[config.mk]
export PLATFORM = sky130hd
export DESIGN_NAME = pwm_axil_slave
export DESIGN_NICKNAME = d
export VERILOG_FILES = /design/src/rtl/pwm_pkg.sv /design/src/rtl/pwm_axil_slave.sv
export SDC_FILE = /design/constraint.sdc
export NUM_CORES = 1
export LEC_CHECK = 0
export ABC_AREA = 1
export CAP_MARGIN = 20
export CORE_UTILIZATION = 38
export CTS_CLUSTER_DIAMETER = 30
export DETAILED_ROUTE_END_ITERATION = 10
export PLACE_DENSITY = 0.82
export SYNTH_ARGS = -nofsm -noshare
export SYNTH_HDL_FRONTEND = slang
export SYNTH_SLANG_ARGS = --single-unit
[constraint.sdc]
create_clock -name clk -period 1.7 [get_ports clk]
set_clock_uncertainty 0.15 [all_clocks]
set_input_delay 0.17 -clock clk [delete_from_list [all_inputs] [get_ports clk]]
set_output_delay 0.17 -clock clk [all_outputs]
set_load 0.01 [all_outputs]
[src/rtl/pwm_pkg.sv]
// pwm_pkg: shared response codes, register map indices and FSM states for the PWM AXI4-Lite slave
package pwm_pkg;
  localparam logic [1:0] RESP_OKAY = 2'b00;
  localparam logic [1:0] RESP_SLVERR = 2'b10;
  localparam int PRESCALE_IDX = 0;
  function automatic int period_idx(input int ch);
    return 1 + 2 * ch;
  endfunction
  function automatic int duty_idx(input int ch);
    return 2 + 2 * ch;
  endfunction
  typedef enum logic [1:0] {W_IDLE, W_EXEC, W_RESP} w_state_t;
  typedef enum logic [1:0] {R_IDLE, R_ISSUE, R_WAIT, R_RESP} r_state_t;
endpackage

[src/rtl/pwm_axil_slave.sv]
// pwm_axil_slave: AXI4-Lite slave turning AW/W/AR traffic into one-cycle register-file strobes
module pwm_axil_slave
  import pwm_pkg::*;
#(
  parameter int AXI_ADDR_WIDTH = 8,
  parameter int AXI_DATA_WIDTH = 32,
  parameter int REG_WIDTH = 16,
  parameter int NUM_CHANNELS = 4,
  localparam int DEPTH = 1 + 2 * NUM_CHANNELS,
  localparam int ADDR_WIDTH = $clog2(DEPTH)
) (
  input  logic                        clk,
  input  logic                        rst_n,
  input  logic [AXI_ADDR_WIDTH-1:0]   s_awaddr,
  input  logic                        s_awvalid,
  output logic                        s_awready,
  input  logic [AXI_DATA_WIDTH-1:0]   s_wdata,
  input  logic [AXI_DATA_WIDTH/8-1:0] s_wstrb,
  input  logic                        s_wvalid,
  output logic                        s_wready,
  output logic [1:0]                  s_bresp,
  output logic                        s_bvalid,
  input  logic                        s_bready,
  input  logic [AXI_ADDR_WIDTH-1:0]   s_araddr,
  input  logic                        s_arvalid,
  output logic                        s_arready,
  output logic [AXI_DATA_WIDTH-1:0]   s_rdata,
  output logic [1:0]                  s_rresp,
  output logic                        s_rvalid,
  input  logic                        s_rready,
  output logic                        write_en,
  output logic [ADDR_WIDTH-1:0]       write_addr,
  output logic [REG_WIDTH-1:0]        write_data,
  output logic                        read_en,
  output logic [ADDR_WIDTH-1:0]       read_addr,
  input  logic [REG_WIDTH-1:0]        read_data,
  input  logic                        read_valid
);
  // The word index plus every address bit above it must stay below DEPTH.
  function automatic logic in_range(input logic [AXI_ADDR_WIDTH-1:0] a);
    return (a >> 2) < AXI_ADDR_WIDTH'(DEPTH);
  endfunction
  w_state_t w_state, w_next;
  r_state_t r_state, r_next;
  logic aw_held, w_held, aw_hs, w_hs, ar_hs, aw_now, w_now, w_start, w_ok, unused_bits;
  logic [AXI_ADDR_WIDTH-1:0] aw_q, cur_addr;
  logic [REG_WIDTH-1:0] wdata_q, cur_data;
  logic [REG_WIDTH/8-1:0] wstrb_q, cur_strb;
  assign aw_hs = s_awvalid && s_awready;
  assign w_hs = s_wvalid && s_wready;
  assign ar_hs = s_arvalid && s_arready;
  assign unused_bits = ^{s_wdata, s_wstrb};
  always_comb begin
    aw_now = aw_held || aw_hs;
    w_now = w_held || w_hs;
    cur_addr = aw_held ? aw_q : s_awaddr;
    cur_data = w_held ? wdata_q : s_wdata[REG_WIDTH-1:0];
    cur_strb = w_held ? wstrb_q : s_wstrb[REG_WIDTH/8-1:0];
    w_ok = in_range(cur_addr) && &cur_strb;
    w_start = w_state == W_IDLE && aw_now && w_now;
    w_next = w_state == W_IDLE ? (w_start ? W_EXEC : W_IDLE) :
             w_state == W_EXEC ? W_RESP :
             (s_bvalid && s_bready ? W_IDLE : W_RESP);
    r_next = r_state == R_IDLE  ? (ar_hs ? (in_range(s_araddr) ? R_ISSUE : R_RESP) : R_IDLE) :
             r_state == R_ISSUE ? R_WAIT :
             r_state == R_WAIT  ? (read_valid ? R_RESP : R_WAIT) :
             (s_rvalid && s_rready ? R_IDLE : R_RESP);
  end
  always_ff @(posedge clk) begin
    if (!rst_n) begin
      w_state <= W_IDLE;
      aw_held <= 1'b0;
      w_held <= 1'b0;
      aw_q <= '0;
      wdata_q <= '0;
      wstrb_q <= '0;
      s_awready <= 1'b0;
      s_wready <= 1'b0;
      s_bvalid <= 1'b0;
      s_bresp <= RESP_OKAY;
      write_en <= 1'b0;
      write_addr <= '0;
      write_data <= '0;
    end else begin
      w_state <= w_next;
      aw_held <= w_next == W_IDLE && aw_now;
      w_held <= w_next == W_IDLE && w_now;
      if (aw_hs) aw_q <= s_awaddr;
      if (w_hs) begin
        wdata_q <= s_wdata[REG_WIDTH-1:0];
        wstrb_q <= s_wstrb[REG_WIDTH/8-1:0];
      end
      s_awready <= w_next == W_IDLE && !aw_now;
      s_wready <= w_next == W_IDLE && !w_now;
      s_bvalid <= w_next == W_RESP;
      write_en <= w_start && w_ok;
      if (w_start) s_bresp <= w_ok ? RESP_OKAY : RESP_SLVERR;
      if (w_start && w_ok) begin
        write_addr <= cur_addr[ADDR_WIDTH+1:2];
        write_data <= cur_data;
      end
    end
  end
  always_ff @(posedge clk) begin
    if (!rst_n) begin
      r_state <= R_IDLE;
      s_arready <= 1'b0;
      s_rvalid <= 1'b0;
      s_rresp <= RESP_OKAY;
      s_rdata <= '0;
      read_en <= 1'b0;
      read_addr <= '0;
    end else begin
      r_state <= r_next;
      s_arready <= r_next == R_IDLE;
      s_rvalid <= r_next == R_RESP;
      read_en <= r_next == R_ISSUE;
      if (r_next == R_ISSUE) read_addr <= s_araddr[ADDR_WIDTH+1:2];
      if (ar_hs && r_next == R_RESP) begin
        s_rresp <= RESP_SLVERR;
        s_rdata <= '0;
      end
      if (r_state == R_WAIT && read_valid) begin
        s_rresp <= RESP_OKAY;
        s_rdata <= AXI_DATA_WIDTH'(read_data);
      end
    end
  end
endmodule

==> run_summary.xml, run 1 <==
<?xml version="1.0" encoding="UTF-8"?>
<metrics>
  <group name="pwr">
    <metric name="cellInternalPower" unit="mW">3.26</metric>
    <metric name="power.share.switching" unit="">0.284</metric>
    <metric name="sequentialPowerShare" unit="">0.467</metric>
    <metric name="p_per_area" unit="nW/um2">976</metric>
    <metric name="share_comb_of_total_power" unit="">0.241</metric>
    <metric name="peakVddDrop" unit="uV">624</metric>
    <metric name="part_of_the_total_power_dissipated_in_the_clock_network" unit="">0.292</metric>
    <metric name="p_total" unit="mW">4.55</metric>
    <metric name="power.switching" unit="mW">1.29</metric>
    <metric name="power.leakage" unit="nW">1.99</metric>
  </group>
  <group name="cells_and_area">
    <metric name="syn2layout_area_growth" unit="%">45.5</metric>
    <metric name="insertedDiodeCount" unit="">0</metric>
    <metric name="post_route_cells_drive_above_1_share" unit="">0.104</metric>
    <metric name="final_cell_area" unit="um2">4660</metric>
    <metric name="finish.net_count" unit="">632</metric>
    <metric name="layout.filler_cells" unit="">745</metric>
  </group>
  <group name="synth">
    <metric name="netlist-cell-type-count" unit="">25</metric>
    <metric name="postSynthCellCount" unit="">437</metric>
    <metric name="synth_edf_count" unit="">0</metric>
    <metric name="post_synth_most_frequent_cells" unit="">sky130_fd_sc_hd__nand2_1 (117), sky130_fd_sc_hd__dfxtp_1 (79), sky130_fd_sc_hd__nor2_1 (64), sky130_fd_sc_hd__nand3_1 (43), sky130_fd_sc_hd__o21ai_0 (35)</metric>
    <metric name="synth.yosys.seq_area_share" unit="">0.494</metric>
    <metric name="post_synth_instance_area" unit="um2">3200</metric>
    <metric name="netlist.top_cell.by_area" unit="">sky130_fd_sc_hd__dfxtp_1</metric>
    <metric name="yosysMostFrequentCell" unit="">sky130_fd_sc_hd__nand2_1</metric>
    <metric name="yosys_register_bits" unit="">79</metric>
    <metric name="synth_top_area_frac" unit="">0.494</metric>
    <metric name="synth_top_cells_by_area" unit="">sky130_fd_sc_hd__dfxtp_1 (49%), sky130_fd_sc_hd__nand2_1 (14%), sky130_fd_sc_hd__nor2_1 (7.5%), sky130_fd_sc_hd__nand3_1 (6.7%), sky130_fd_sc_hd__o21ai_0 (5.5%)</metric>
    <metric name="postSynth.asyncResetShare" unit="">0</metric>
    <metric name="synthesis.yosys.warnings" unit="">0</metric>
    <metric name="synth-main-ff-cell" unit="">sky130_fd_sc_hd__dfxtp_1</metric>
    <metric name="avgSynthCellArea" unit="um2">7.33</metric>
  </group>
  <group name="global_route">
    <metric name="track_usage" unit="">0.187</metric>
    <metric name="globalRouteOverflowTotal" unit="">0</metric>
    <metric name="gr-max-usage-layer" unit="">met2</metric>
    <metric name="globalRouteMet1Util" unit="">0.213</metric>
    <metric name="number_of_antenna_violations_at_the_first_check_in_global_routing" unit="">0</metric>
    <metric name="grtUsageMet3" unit="">0.0574</metric>
    <metric name="grt_first_pass_wirelength" unit="um">12900</metric>
    <metric name="first_global_vias" unit="">2901</metric>
    <metric name="grt.met2_usage" unit="">0.322</metric>
    <metric name="grt_start_max_net_pins" unit="">35</metric>
  </group>
  <group name="sta">
    <metric name="hold_viol_final" unit="">0</metric>
    <metric name="period_needed" unit="ps">1620</metric>
    <metric name="max_clock_freq" unit="MHz">616</metric>
    <metric name="setup_viol" unit="">0</metric>
    <metric name="final.setup.tns" unit="ps">0</metric>
    <metric name="min_period_over_period" unit="">0.954</metric>
    <metric name="timing_max_transition_violations_final" unit="">0</metric>
  </group>
  <group name="drt">
    <metric name="postRouteWirelength" unit="um">8250</metric>
    <metric name="route.detailed.vias_per_inst" unit="">4.74</metric>
    <metric name="route.detailed.drc" unit="">0</metric>
    <metric name="drtIter0Drc" unit="">88</metric>
    <metric name="route.detailed.wl_per_inst" unit="um">12.4</metric>
    <metric name="dr.pass1.iters" unit="">4</metric>
    <metric name="num_vias" unit="">3148</metric>
    <metric name="detail-route-antenna-nets" unit="">0</metric>
  </group>
  <group name="placement">
    <metric name="placed_area" unit="um2">4380</metric>
    <metric name="finalWeightedCongestion" unit="">0.807</metric>
    <metric name="post_detail_place_hpwl" unit="um">5770</metric>
    <metric name="port_buffers" unit="">102</metric>
  </group>
  <group name="worst_setup_path">
    <metric name="crit_path_top_delay_cell" unit="">sky130_fd_sc_hd__dfxtp_4</metric>
    <metric name="cp.arrival" unit="ps">1750</metric>
    <metric name="r2r_slack" unit="ps">80</metric>
    <metric name="critical_path.most_common_cell" unit="">sky130_fd_sc_hd__nand2_1</metric>
    <metric name="critical_path.n_buffers_inverters" unit="">0</metric>
    <metric name="category_of_the_critical_setup_timing_path" unit="">reg -&gt; reg</metric>
    <metric name="worstPathMaxFanout" unit="">8</metric>
    <metric name="crit_path_max_incr_delay" unit="ps">370</metric>
    <metric name="crit-reg2reg-capture" unit="">write_data[0]</metric>
    <metric name="timing.critical_path.cells" unit="">or2_2 -&gt; o21ai_2 -&gt; nand3_2 -&gt; nand2_4 -&gt; nand2_8 -&gt; nor2_4 -&gt; nand2_1 -&gt; nand2_1</metric>
    <metric name="worstSetupEndpoint" unit="">write_data[0]</metric>
    <metric name="crit_path_end_kind" unit="">flop</metric>
    <metric name="cp_num_cells" unit="">8</metric>
    <metric name="worstSetupStartpoint" unit="">aw_held</metric>
    <metric name="critical-path-top-delay-family" unit="">simple AND/OR/NAND/NOR gates</metric>
    <metric name="timing.critical_path.from_type" unit="">flop</metric>
    <metric name="crit-reg2reg-launch" unit="">aw_held</metric>
    <metric name="reg2reg_depth" unit="">8</metric>
    <metric name="worst_ep_required_time" unit="ps">1830</metric>
  </group>
  <group name="floorplanning">
    <metric name="die_width" unit="um">93.8</metric>
    <metric name="core.rowCount" unit="">33</metric>
    <metric name="io_pins" unit="">143</metric>
    <metric name="die_area" unit="um2">8800</metric>
    <metric name="start_util" unit="">0.392</metric>
    <metric name="core_area" unit="um2">8180</metric>
    <metric name="die_h" unit="um">93.8</metric>
  </group>
  <group name="clocking">
    <metric name="cts_tree" unit="">built</metric>
    <metric name="worstSkewPairLatency" unit="ps">330</metric>
    <metric name="cts_num_sinks" unit="">79</metric>
    <metric name="h-tree-depth" unit="">3</metric>
    <metric name="numCtsBuffers" unit="">9</metric>
    <metric name="clk_path_buf_depth" unit="">2</metric>
    <metric name="path_clk_slew" unit="ps">80</metric>
    <metric name="clock_tree.root_cell" unit="">sky130_fd_sc_hd__clkbuf_8</metric>
    <metric name="cts.hold.buffers_added" unit="">0</metric>
  </group>
  <group name="status">
    <metric name="result_of_the_run" unit="">finished, final reports clean</metric>
  </group>
  <group name="hold_path">
    <metric name="worstHoldPathType" unit="">in -&gt; reg</metric>
  </group>
  <group name="flow_run">
    <metric name="drv_cap" unit="">0</metric>
  </group>
</metrics>
flip-flops by register name, summed over array words and instances (netlist names), 4 cells and up:
signal	cells
read_addr	4
write_data	16
wdata_q	16
write_addr	4
aw_q	6
s_rdata	16
power groups by stage:
stage / Combinational, mW / Sequential [mW] / Clock [mW]
after floorplan: 0.515 / 2.19 / 0
after global placement: 1.03 / 2.16 / 0
after detailed placement: 1.06 / 2.17 / 0
after CTS: 1.07 / 2.12 / 1.37
after global routing: 1.22 / 2.15 / 1.44
final: 1.10 / 2.13 / 1.33
metrics by stage:
step | cells | hold slack (ps) | util | setup slack [ps]
2_1_floorplan | 454 | 155 | - | 102
3_3_place_gp | 646 | 288 | 0.536 | -126
3_5_place_dp | 646 | 306 | 0.536 | -185
4_1_cts | 660 | 146 | 0.558 | 5.45
5_1_grt | 664 | 171 | 0.570 | -12.2
6_report | 664 | 154 | 0.570 | 77.6
worst reg2reg max path, stage by stage, from the launching register on:
cell and delay [ps]:
sky130_fd_sc_hd__dfxtp_4 370, sky130_fd_sc_hd__or2_2 280, sky130_fd_sc_hd__o21ai_2 70, sky130_fd_sc_hd__nand3_2 110, sky130_fd_sc_hd__nand2_4 110, sky130_fd_sc_hd__nand2_8 100, sky130_fd_sc_hd__nor2_4 230, sky130_fd_sc_hd__nand2_1 90
sky130_fd_sc_hd__nand2_1 60
how the worst min path moves through the flow:
| stage | startpoint | endpoint | slack [ps] | cells after the start |
|---|---|---|---|---|
| floorplan | s_araddr[2] | read_addr[0] | 150 | 2 |
| detailed placement | aw_q[4] | aw_q[4] | 310 | 2 |
| finish | rst_n | s_bresp[1] | 150 | 4 |
| CTS | rst_n | s_bresp[1] | 150 | 4 |
| global route | rst_n | s_bresp[1] | 170 | 4 |
| global placement | aw_q[4] | aw_q[4] | 290 | 2 |
cell usage in the layout, fill, tap and decap left out, types with 2 or more instances in the layout:
| cell | n |
|---|---|
| sky130_fd_sc_hd__inv_1 | 16 |
| sky130_fd_sc_hd__a21oi_1 | 24 |
| sky130_fd_sc_hd__o21ai_0 | 34 |
| sky130_fd_sc_hd__nand3_2 | 2 |
| sky130_fd_sc_hd__nand2_1 | 117 |
| sky130_fd_sc_hd__clkdlybuf4s50_1 | 101 |
| sky130_fd_sc_hd__buf_12 | 2 |
| sky130_fd_sc_hd__o21ai_2 | 3 |
| sky130_fd_sc_hd__clkinv_2 | 2 |
| sky130_fd_sc_hd__clkinv_1 | 2 |
| sky130_fd_sc_hd__dfxtp_1 | 78 |
| sky130_fd_sc_hd__or2_2 | 2 |
| sky130_fd_sc_hd__conb_1 | 18 |
| sky130_fd_sc_hd__buf_4 | 22 |
| sky130_fd_sc_hd__nor3_1 | 3 |
| sky130_fd_sc_hd__nand3_1 | 42 |
| sky130_fd_sc_hd__nor2_1 | 64 |
| sky130_fd_sc_hd__nor2_4 | 3 |
| sky130_fd_sc_hd__clkbuf_8 | 10 |
what timing repair did:
action | 4_1_cts | 5_1_grt
gates resized for setup | 0 | 12
setup endpoints to repair | 0 | 22
hold endpoints to repair | 0 | 0
buffers inserted | 0 | 1
final cells by class:
type / instances / area [um2] / area share
Clock buffer: 10 / 138 / 0.0295
Clock inverter: 4 / 47.5 / 0.0102
Inverter: 20 / 77.6 / 0.0166
Multi-Input combinational cell: 319 / 1440 / 0.308
Sequential cell: 79 / 1590 / 0.340
Tap cell: 105 / 131 / 0.0282
Timing Repair Buffer: 127 / 1250 / 0.267
per-layer routing:
layer,vias to the layer above,share of wire
met1,1436,0.42
met2,102,0.49
met3,11,0.079
met5,-,0
met4,0,0.015
li1,1599,-
logic make-up (layout without fill, tap and decap cells):
group           after synthesis  in the layout  share of synthesized area
compound gates               63             63                     0.0996
buf+inv                      58            161                     0.0957
flops                        79             79                      0.494
other cells                   1             18                    0.00117
simple gates                236            238                      0.310
No activity file was read; power rests on OpenSTA's default activity.
==> inputs of run 2 (changes only) <==
--- a/config.mk
+++ b/config.mk
@@ -5,12 +5,12 @@
 export SDC_FILE = /design/constraint.sdc
 export NUM_CORES = 1
 export LEC_CHECK = 0
-export ABC_AREA = 1
 export CAP_MARGIN = 20
 export CORE_UTILIZATION = 38
 export CTS_CLUSTER_DIAMETER = 30
 export DETAILED_ROUTE_END_ITERATION = 10
-export PLACE_DENSITY = 0.82
+export GPL_ROUTABILITY_DRIVEN = 0
+export PLACE_DENSITY = 0.81
 export SYNTH_ARGS = -nofsm -noshare
 export SYNTH_HDL_FRONTEND = slang
 export SYNTH_SLANG_ARGS = --single-unit
==> run 2 against run 1 <==
  * Non-clock buffer count is the same
  * Setup slack lost 74 ps
  * Sequential cell count is the same
  * Sequential share of layout area shrank 1.2 points
  * Core utilization grew 0.63 points
  * Power grew 1.1%
  * Via count shrank 9.7%
==> run_summary.xml, run 2 <==
<?xml version="1.0" encoding="UTF-8"?>
<metrics>
  <group name="pwr">
    <metric name="sequentialPowerShare" unit="">0.442</metric>
    <metric name="part_of_the_total_power_dissipated_in_the_clock_network" unit="">0.370</metric>
    <metric name="p_per_area" unit="nW/um2">952</metric>
    <metric name="power.switching" unit="mW">1.14</metric>
    <metric name="power.share.switching" unit="">0.249</metric>
    <metric name="cellInternalPower" unit="mW">3.46</metric>
    <metric name="share_comb_of_total_power" unit="">0.188</metric>
    <metric name="power.leakage" unit="nW">1.99</metric>
    <metric name="peakVddDrop" unit="uV">481</metric>
    <metric name="p_total" unit="mW">4.60</metric>
  </group>
  <group name="sta">
    <metric name="min_period_over_period" unit="">0.998</metric>
    <metric name="setup_viol" unit="">0</metric>
    <metric name="period_needed" unit="ps">1700</metric>
    <metric name="timing_max_transition_violations_final" unit="">0</metric>
    <metric name="unrepaired_setup_endpoints_after_global_routing" unit="">true</metric>
    <metric name="max_slew_margin" unit="">0.668</metric>
    <metric name="worstMarginPinSlew" unit="ps">493</metric>
    <metric name="max_clock_freq" unit="MHz">589</metric>
    <metric name="hold_viol_final" unit="">0</metric>
  </group>
  <group name="drt">
    <metric name="route.detailed.vias_per_inst" unit="">4.90</metric>
    <metric name="postRouteWirelength" unit="um">8160</metric>
    <metric name="route.detailed.drc" unit="">0</metric>
    <metric name="route.detailed.wl_per_inst" unit="um">14.1</metric>
    <metric name="detail-route-antenna-nets" unit="">0</metric>
    <metric name="num_vias" unit="">2843</metric>
    <metric name="drtIter0Drc" unit="">99</metric>
    <metric name="dr.pass1.iters" unit="">4</metric>
  </group>
  <group name="placement">
    <metric name="post_detail_place_hpwl" unit="um">5890</metric>
    <metric name="placedCellCount" unit="">562</metric>
    <metric name="port_buffers" unit="">102</metric>
    <metric name="placed_area" unit="um2">4540</metric>
  </group>
  <group name="global_route">
    <metric name="track_usage" unit="">0.178</metric>
    <metric name="globalRouteOverflowTotal" unit="">0</metric>
    <metric name="first_global_vias" unit="">2794</metric>
    <metric name="grt_first_pass_wirelength" unit="um">12800</metric>
    <metric name="grt_start_max_net_pins" unit="">42</metric>
    <metric name="number_of_antenna_violations_at_the_first_check_in_global_routing" unit="">0</metric>
  </group>
  <group name="clocking">
    <metric name="clock_tree.root_cell" unit="">sky130_fd_sc_hd__clkbuf_8</metric>
    <metric name="cts.hold.buffers_added" unit="">0</metric>
    <metric name="path_clk_slew" unit="ps">80</metric>
    <metric name="worstSkewPairLatency" unit="ps">340</metric>
    <metric name="h-tree-depth" unit="">3</metric>
    <metric name="cts_tree" unit="">built</metric>
    <metric name="cts_num_sinks" unit="">79</metric>
    <metric name="numCtsBuffers" unit="">9</metric>
    <metric name="clk_path_buf_depth" unit="">2</metric>
  </group>
  <group name="floorplanning">
    <metric name="die_width" unit="um">95.8</metric>
    <metric name="die_area" unit="um2">9180</metric>
    <metric name="start_util" unit="">0.399</metric>
    <metric name="io_pins" unit="">143</metric>
    <metric name="core.rowCount" unit="">33</metric>
    <metric name="die_h" unit="um">95.8</metric>
    <metric name="core_area" unit="um2">8380</metric>
  </group>
  <group name="cells_and_area">
    <metric name="finish.net_count" unit="">546</metric>
    <metric name="final_cell_count_no_fill" unit="">580</metric>
    <metric name="layout.filler_cells" unit="">717</metric>
    <metric name="final_cell_area" unit="um2">4830</metric>
    <metric name="most-common-layout-cells" unit="">sky130_fd_sc_hd__clkdlybuf4s50_1 (101), sky130_fd_sc_hd__nand2_1 (82), sky130_fd_sc_hd__dfxtp_1 (78), sky130_fd_sc_hd__a21oi_1 (26), sky130_fd_sc_hd__mux2i_1 (23)</metric>
    <metric name="layout_commonest_cell" unit="">sky130_fd_sc_hd__clkdlybuf4s50_1</metric>
    <metric name="post_route_cells_drive_above_1_share" unit="">0.154</metric>
    <metric name="syn2layout_area_growth" unit="%">44.5</metric>
    <metric name="insertedDiodeCount" unit="">0</metric>
    <metric name="biggestRegsByFlops" unit="">s_rdata x16, wdata_q x16, write_data x16</metric>
  </group>
  <group name="synth">
    <metric name="synth.yosys.seq_area_share" unit="">0.473</metric>
    <metric name="postSynth.asyncResetShare" unit="">0</metric>
    <metric name="yosys_register_bits" unit="">79</metric>
    <metric name="post_synth_instance_area" unit="um2">3340</metric>
    <metric name="synthesis.yosys.warnings" unit="">0</metric>
    <metric name="post_synth_most_frequent_cells" unit="">sky130_fd_sc_hd__nand2_1 (82), sky130_fd_sc_hd__dfxtp_1 (79), sky130_fd_sc_hd__a21oi_1 (27), sky130_fd_sc_hd__mux2i_1 (24), sky130_fd_sc_hd__buf_4 (19)</metric>
    <metric name="netlist-cell-type-count" unit="">41</metric>
    <metric name="synth_edf_count" unit="">0</metric>
    <metric name="netlist.top_cell.by_area" unit="">sky130_fd_sc_hd__dfxtp_1</metric>
    <metric name="yosysMostFrequentCell" unit="">sky130_fd_sc_hd__nand2_1</metric>
    <metric name="avgSynthCellArea" unit="um2">9.47</metric>
    <metric name="synth-main-ff-cell" unit="">sky130_fd_sc_hd__dfxtp_1</metric>
    <metric name="synth_top_cells_by_area" unit="">sky130_fd_sc_hd__dfxtp_1 (47%), sky130_fd_sc_hd__nand2_1 (9.2%), sky130_fd_sc_hd__mux2i_1 (7.2%), sky130_fd_sc_hd__mux2_2 (6.1%), sky130_fd_sc_hd__buf_4 (4.3%)</metric>
    <metric name="postSynthCellCount" unit="">353</metric>
    <metric name="synth_top_area_frac" unit="">0.473</metric>
  </group>
  <group name="status">
    <metric name="result_of_the_run" unit="">finished, final reports clean</metric>
  </group>
  <group name="flow_run">
    <metric name="drv_cap" unit="">0</metric>
  </group>
  <group name="worst_setup_path">
    <metric name="timing.critical_path.cells" unit="">nor3b_2 -&gt; a2bb2oi_2 -&gt; o211ai_2 -&gt; buf_12 -&gt; mux2i_1</metric>
    <metric name="timing.critical_path.from_type" unit="">flop</metric>
    <metric name="r2r_slack" unit="ps">3</metric>
    <metric name="crit_path_end_kind" unit="">flop</metric>
    <metric name="worst_ep_required_time" unit="ps">1800</metric>
    <metric name="worstPathMaxFanout" unit="">20</metric>
    <metric name="crit_path_max_incr_delay" unit="ps">400</metric>
    <metric name="crit_path_top_delay_cell" unit="">sky130_fd_sc_hd__dfxtp_4</metric>
    <metric name="critical_path.n_buffers_inverters" unit="">1</metric>
    <metric name="cp.arrival" unit="ps">1800</metric>
    <metric name="category_of_the_critical_setup_timing_path" unit="">reg -&gt; reg</metric>
    <metric name="critical-path-top-delay-family" unit="">compound AO/OA/AOI/OAI gates</metric>
  </group>
  <group name="hold_path">
    <metric name="worstHoldPathType" unit="">in -&gt; reg</metric>
  </group>
</metrics>
[run 2: changes by cell type in the layout (fill, tap and decap cells not counted), moves of 4 or more]
cell | previous run | this run
sky130_fd_sc_hd__nand3_1 | 42 | 9
sky130_fd_sc_hd__nor2_1 | 64 | 15
sky130_fd_sc_hd__mux2i_1 | 0 | 23
sky130_fd_sc_hd__o21ai_0 | 34 | 3
sky130_fd_sc_hd__buf_12 | 2 | 6
sky130_fd_sc_hd__inv_1 | 16 | 3
sky130_fd_sc_hd__a22o_1 | 0 | 16
sky130_fd_sc_hd__buf_4 | 22 | 18
sky130_fd_sc_hd__nand2_1 | 117 | 82
sky130_fd_sc_hd__mux2_2 | 0 | 18
[run 2: worst register-to-register path, delay by kind of cell (launching register included)]
| family | cells | cell delay, ps |
|---|---|---|
| flip-flops | 1 | 400 |
| multiplexers | 1 | 210 |
| AO/OA/AOI/OAI | 2 | 450 |
| AND/OR/NAND/NOR | 1 | 210 |
| buffers and inverters | 1 | 200 |
[run 2: per-stage QoR]
stage           util  setup TNS (ps)  setup WS, ps  hold WS (ps)
2_1_floorplan      -               0          56.4           153
3_3_place_gp   0.542           -7530          -201           288
3_5_place_dp   0.542           -8750          -252           291
4_1_cts        0.574               0          5.64           241
5_1_grt        0.577           -63.6         -29.8           258
6_report       0.577               0          3.50           253
[run 2: timing repair]
item,in CTS,in global routing
pin swaps,2,2
resized for setup,5,3
setup endpoints to repair,22,24
buffers inserted,2,0
[run 2: kinds of logic after synthesis]
| logic type | after synthesis | share of synthesized area |
|---|---|---|
| and+or+nand+nor | 127 | 0.169 |
| DFF | 79 | 0.473 |
| AOI/OAI and AO/OA | 62 | 0.141 |
| muxes | 42 | 0.132 |
| buffers and inverters | 42 | 0.0831 |
| other | 1 | 0.00112 |
[run 2: cell type report]
cell class,count,area [um2],share of cell area
sequential,79,1590,0.328
tap,105,131,0.0272
clock inverter,5,104,0.0215
timing repair buffer,127,1290,0.266
inverter,4,15.0,0.00311
multi-input combinational,249,1570,0.325
clock buffer,11,141,0.0293
[run 2: power by group through the flow]
stage               logic (mW)  registers (mW)  clock network, mW
finish                   0.863            2.03               1.70
global route             0.937            2.04               1.84
CTS                      0.862            2.03               1.74
detailed placement       0.850            2.07                  0
global placement         0.830            2.06                  0
floorplan                0.457            2.08                  0
[run 2: worst paths after layout]
kind                   start             end  depth (start not counted)
hold / removal    s_wdata[1]      wdata_q[1]                          3
setup / recovery     aw_held  write_data[13]                          5
hold reg to reg   s_rresp[1]      s_rresp[1]                          2
setup reg to reg     aw_held  write_data[13]                          5
[run 2: layer usage]
metal	global-route usage	wire [um]	vias to the layer above
met5	0	0	-
met4	0.0659	119	0
met3	0.0379	336	12
met2	0.306	4090	73
met1	0.219	3610	1352
li1	-	-	1406
==> inputs of run 3 (changes only) <==
--- a/config.mk
+++ b/config.mk
@@ -6,11 +6,11 @@
 export NUM_CORES = 1
 export LEC_CHECK = 0
 export CAP_MARGIN = 20
-export CORE_UTILIZATION = 38
+export CORE_UTILIZATION = 42
 export CTS_CLUSTER_DIAMETER = 30
 export DETAILED_ROUTE_END_ITERATION = 10
 export GPL_ROUTABILITY_DRIVEN = 0
-export PLACE_DENSITY = 0.81
+export PLACE_DENSITY = 0.85
 export SYNTH_ARGS = -nofsm -noshare
 export SYNTH_HDL_FRONTEND = slang
 export SYNTH_SLANG_ARGS = --single-unit
==> constraint.sdc (replaced) <==
create_clock -name clk -period 1.76 [get_ports clk]
set_clock_uncertainty 0.15 [all_clocks]
set_input_delay 0.176 -clock clk [delete_from_list [all_inputs] [get_ports clk]]
set_output_delay 0.176 -clock clk [all_outputs]
set_load 0.01 [all_outputs]
==> run 3 against run 2 <==
  * Global-route usage is 1.7 points higher
  * Largest cell class unchanged
  * Sequential share of layout area grew 0.50 points
  * Register-to-register slack better by 80 ps
  * Sequential cell count did not move
  * Power shrank 4.6%
  * Setup slack better by 80 ps
==> run_summary.xml, run 3 (synthesized netlist as in run 2, its figures left out) <==
<?xml version="1.0" encoding="UTF-8"?>
<metrics>
  <group name="status">
    <metric name="result_of_the_run" unit="">finished, final reports clean</metric>
  </group>
  <group name="pwr">
    <metric name="sequentialPowerShare" unit="">0.447</metric>
    <metric name="p_total" unit="mW">4.39</metric>
    <metric name="power.share.switching" unit="">0.248</metric>
    <metric name="part_of_the_total_power_dissipated_in_the_clock_network" unit="">0.371</metric>
    <metric name="cellInternalPower" unit="mW">3.30</metric>
    <metric name="share_comb_of_total_power" unit="">0.182</metric>
    <metric name="power.switching" unit="mW">1.09</metric>
    <metric name="peakVddDrop" unit="uV">425</metric>
    <metric name="p_per_area" unit="nW/um2">922</metric>
    <metric name="power.leakage" unit="nW">1.96</metric>
  </group>
  <group name="worst_setup_path">
    <metric name="crit_path_top_delay_cell" unit="">sky130_fd_sc_hd__dfxtp_4</metric>
    <metric name="crit_path_end_kind" unit="">flop</metric>
    <metric name="worstPathMaxFanout" unit="">20</metric>
    <metric name="worst_ep_required_time" unit="ps">1880</metric>
    <metric name="critical-path-top-delay-family" unit="">flip-flops</metric>
    <metric name="critical_path.n_buffers_inverters" unit="">2</metric>
    <metric name="timing.critical_path.cells" unit="">buf_4 -&gt; nor3_2 -&gt; o21a_1 -&gt; o211ai_2 -&gt; buf_12 -&gt; mux2i_1</metric>
    <metric name="timing.critical_path.from_type" unit="">flop</metric>
    <metric name="cp.arrival" unit="ps">1800</metric>
    <metric name="category_of_the_critical_setup_timing_path" unit="">reg -&gt; reg</metric>
    <metric name="crit_path_max_incr_delay" unit="ps">420</metric>
  </group>
  <group name="global_route">
    <metric name="globalRouteOverflowTotal" unit="">0</metric>
    <metric name="grt_first_pass_wirelength" unit="um">13100</metric>
    <metric name="track_usage" unit="">0.195</metric>
    <metric name="first_global_vias" unit="">2789</metric>
    <metric name="grt_start_max_net_pins" unit="">30</metric>
    <metric name="number_of_antenna_violations_at_the_first_check_in_global_routing" unit="">0</metric>
  </group>
  <group name="clocking">
    <metric name="path_clk_slew" unit="ps">80</metric>
    <metric name="clk_path_buf_depth" unit="">2</metric>
    <metric name="worstSkewPairLatency" unit="ps">350</metric>
    <metric name="cts.hold.buffers_added" unit="">0</metric>
    <metric name="cts_num_sinks" unit="">79</metric>
    <metric name="numCtsBuffers" unit="">9</metric>
    <metric name="clock_tree.root_cell" unit="">sky130_fd_sc_hd__clkbuf_8</metric>
    <metric name="cts_tree" unit="">built</metric>
    <metric name="h-tree-depth" unit="">3</metric>
  </group>
  <group name="placement">
    <metric name="pre_cts_slack" unit="ps">-212</metric>
    <metric name="port_buffers" unit="">102</metric>
    <metric name="post_detail_place_hpwl" unit="um">5550</metric>
    <metric name="placedCellCount" unit="">559</metric>
    <metric name="placed_area" unit="um2">4500</metric>
  </group>
  <group name="floorplanning">
    <metric name="die_h" unit="um">91.2</metric>
    <metric name="start_util" unit="">0.433</metric>
    <metric name="core.rowCount" unit="">32</metric>
    <metric name="die_area" unit="um2">8320</metric>
    <metric name="core_area" unit="um2">7730</metric>
    <metric name="io_pins" unit="">143</metric>
    <metric name="die_width" unit="um">91.2</metric>
  </group>
  <group name="sta">
    <metric name="hold_viol_final" unit="">0</metric>
    <metric name="final.setup.tns" unit="ps">0</metric>
    <metric name="unrepaired_setup_endpoints_after_global_routing" unit="">false</metric>
    <metric name="period_needed" unit="ps">1680</metric>
    <metric name="min_period_over_period" unit="">0.953</metric>
    <metric name="timing_max_transition_violations_final" unit="">0</metric>
    <metric name="max_clock_freq" unit="MHz">596</metric>
    <metric name="max_slew_margin" unit="">0.587</metric>
    <metric name="timing.hold.ws" unit="ps">252</metric>
    <metric name="final_setup_slack_of_the_worst_path" unit="ps">83.2</metric>
    <metric name="setup_viol" unit="">0</metric>
    <metric name="worstMarginPinSlew" unit="ps">618</metric>
  </group>
  <group name="drt">
    <metric name="wirelength_met1" unit="um">3440</metric>
    <metric name="dr.pass1.iters" unit="">6</metric>
    <metric name="num_vias" unit="">2843</metric>
    <metric name="postRouteWirelength" unit="um">7850</metric>
    <metric name="drtIter0Drc" unit="">66</metric>
    <metric name="wl_met2" unit="um">3860</metric>
    <metric name="met3_length" unit="um">453</metric>
    <metric name="detail-route-antenna-nets" unit="">0</metric>
    <metric name="routed.top_layer" unit="">met4</metric>
    <metric name="route.detailed.vias_per_inst" unit="">4.95</metric>
    <metric name="route.detailed.drc" unit="">0</metric>
    <metric name="route.detailed.wl_per_inst" unit="um">13.7</metric>
  </group>
  <group name="cells_and_area">
    <metric name="multi_input_comb_area" unit="um2">1560</metric>
    <metric name="insertedDiodeCount" unit="">0</metric>
    <metric name="layout.filler_cells" unit="">683</metric>
    <metric name="biggestRegsByFlops" unit="">s_rdata x16, wdata_q x16, write_data x16</metric>
    <metric name="most-common-layout-cells" unit="">sky130_fd_sc_hd__clkdlybuf4s50_1 (101), sky130_fd_sc_hd__nand2_1 (82), sky130_fd_sc_hd__dfxtp_1 (78), sky130_fd_sc_hd__a21oi_1 (27), sky130_fd_sc_hd__mux2i_1 (24)</metric>
    <metric name="sequential_cell_area" unit="um2">1590</metric>
    <metric name="finish.net_count" unit="">544</metric>
    <metric name="layout_commonest_cell" unit="">sky130_fd_sc_hd__clkdlybuf4s50_1</metric>
    <metric name="syn2layout_area_growth" unit="%">42.4</metric>
    <metric name="post_route_cells_drive_above_1_share" unit="">0.148</metric>
    <metric name="final_cell_area" unit="um2">4760</metric>
    <metric name="fin_util" unit="">0.616</metric>
    <metric name="final_cell_count_no_fill" unit="">574</metric>
  </group>
  <group name="hold_path">
    <metric name="worstHoldPathType" unit="">in -&gt; reg</metric>
  </group>
  <group name="flow_run">
    <metric name="drv_cap" unit="">0</metric>
  </group>
</metrics>
[run 3: timing repair]
item | CTS | global route
hold endpoints to repair | 0 | 0
resized for setup | 2 | 3
setup buffers | 0 | 0
setup endpoints to repair | 21 | 20
[run 3: cell type report]
cell class | instances | share of cell area
Sequential cell | 79 | 0.333
Clock buffer | 10 | 0.0289
Inverter | 4 | 0.00315
Timing Repair Buffer | 125 | 0.258
Tap cell | 102 | 0.0268
Multi-Input combinational cell | 249 | 0.327
Clock inverter | 5 | 0.0223
[run 3: routing by layer]
layer,up-vias,global-route usage
met3,10,0.0469
met2,90,0.331
met4,0,0.0701
met1,1340,0.241
li1,1403,-
met5,-,0
[run 3: worst paths after layout]
path	startpoint	end	slack, ps	cells past startpoint
setup / recovery	aw_held	write_data[5]	80	6
hold / removal	s_wdata[7]	wdata_q[7]	250	3
setup reg to reg	aw_held	write_data[5]	80	6
hold reg to reg	s_rresp[1]	s_rresp[1]	300	2
[run 3: power by group through the flow]
stage / combinational (mW) / sequential, mW / clock [mW]
4_1_cts: 0.802 / 1.96 / 1.67
3_3_place_gp: 0.780 / 1.99 / 0
3_5_place_dp: 0.797 / 2.00 / 0
2_1_floorplan: 0.441 / 2.00 / 0
5_1_grt: 0.866 / 1.98 / 1.76
6_report: 0.799 / 1.96 / 1.63
[run 3: worst reg2reg max path: stages, from the launching register on]
cell and delay (ps):
sky130_fd_sc_hd__dfxtp_4 420, sky130_fd_sc_hd__buf_4 150, sky130_fd_sc_hd__nor3_2 50, sky130_fd_sc_hd__o21a_1 200, sky130_fd_sc_hd__o211ai_2 190, sky130_fd_sc_hd__buf_12 220
sky130_fd_sc_hd__mux2i_1 230
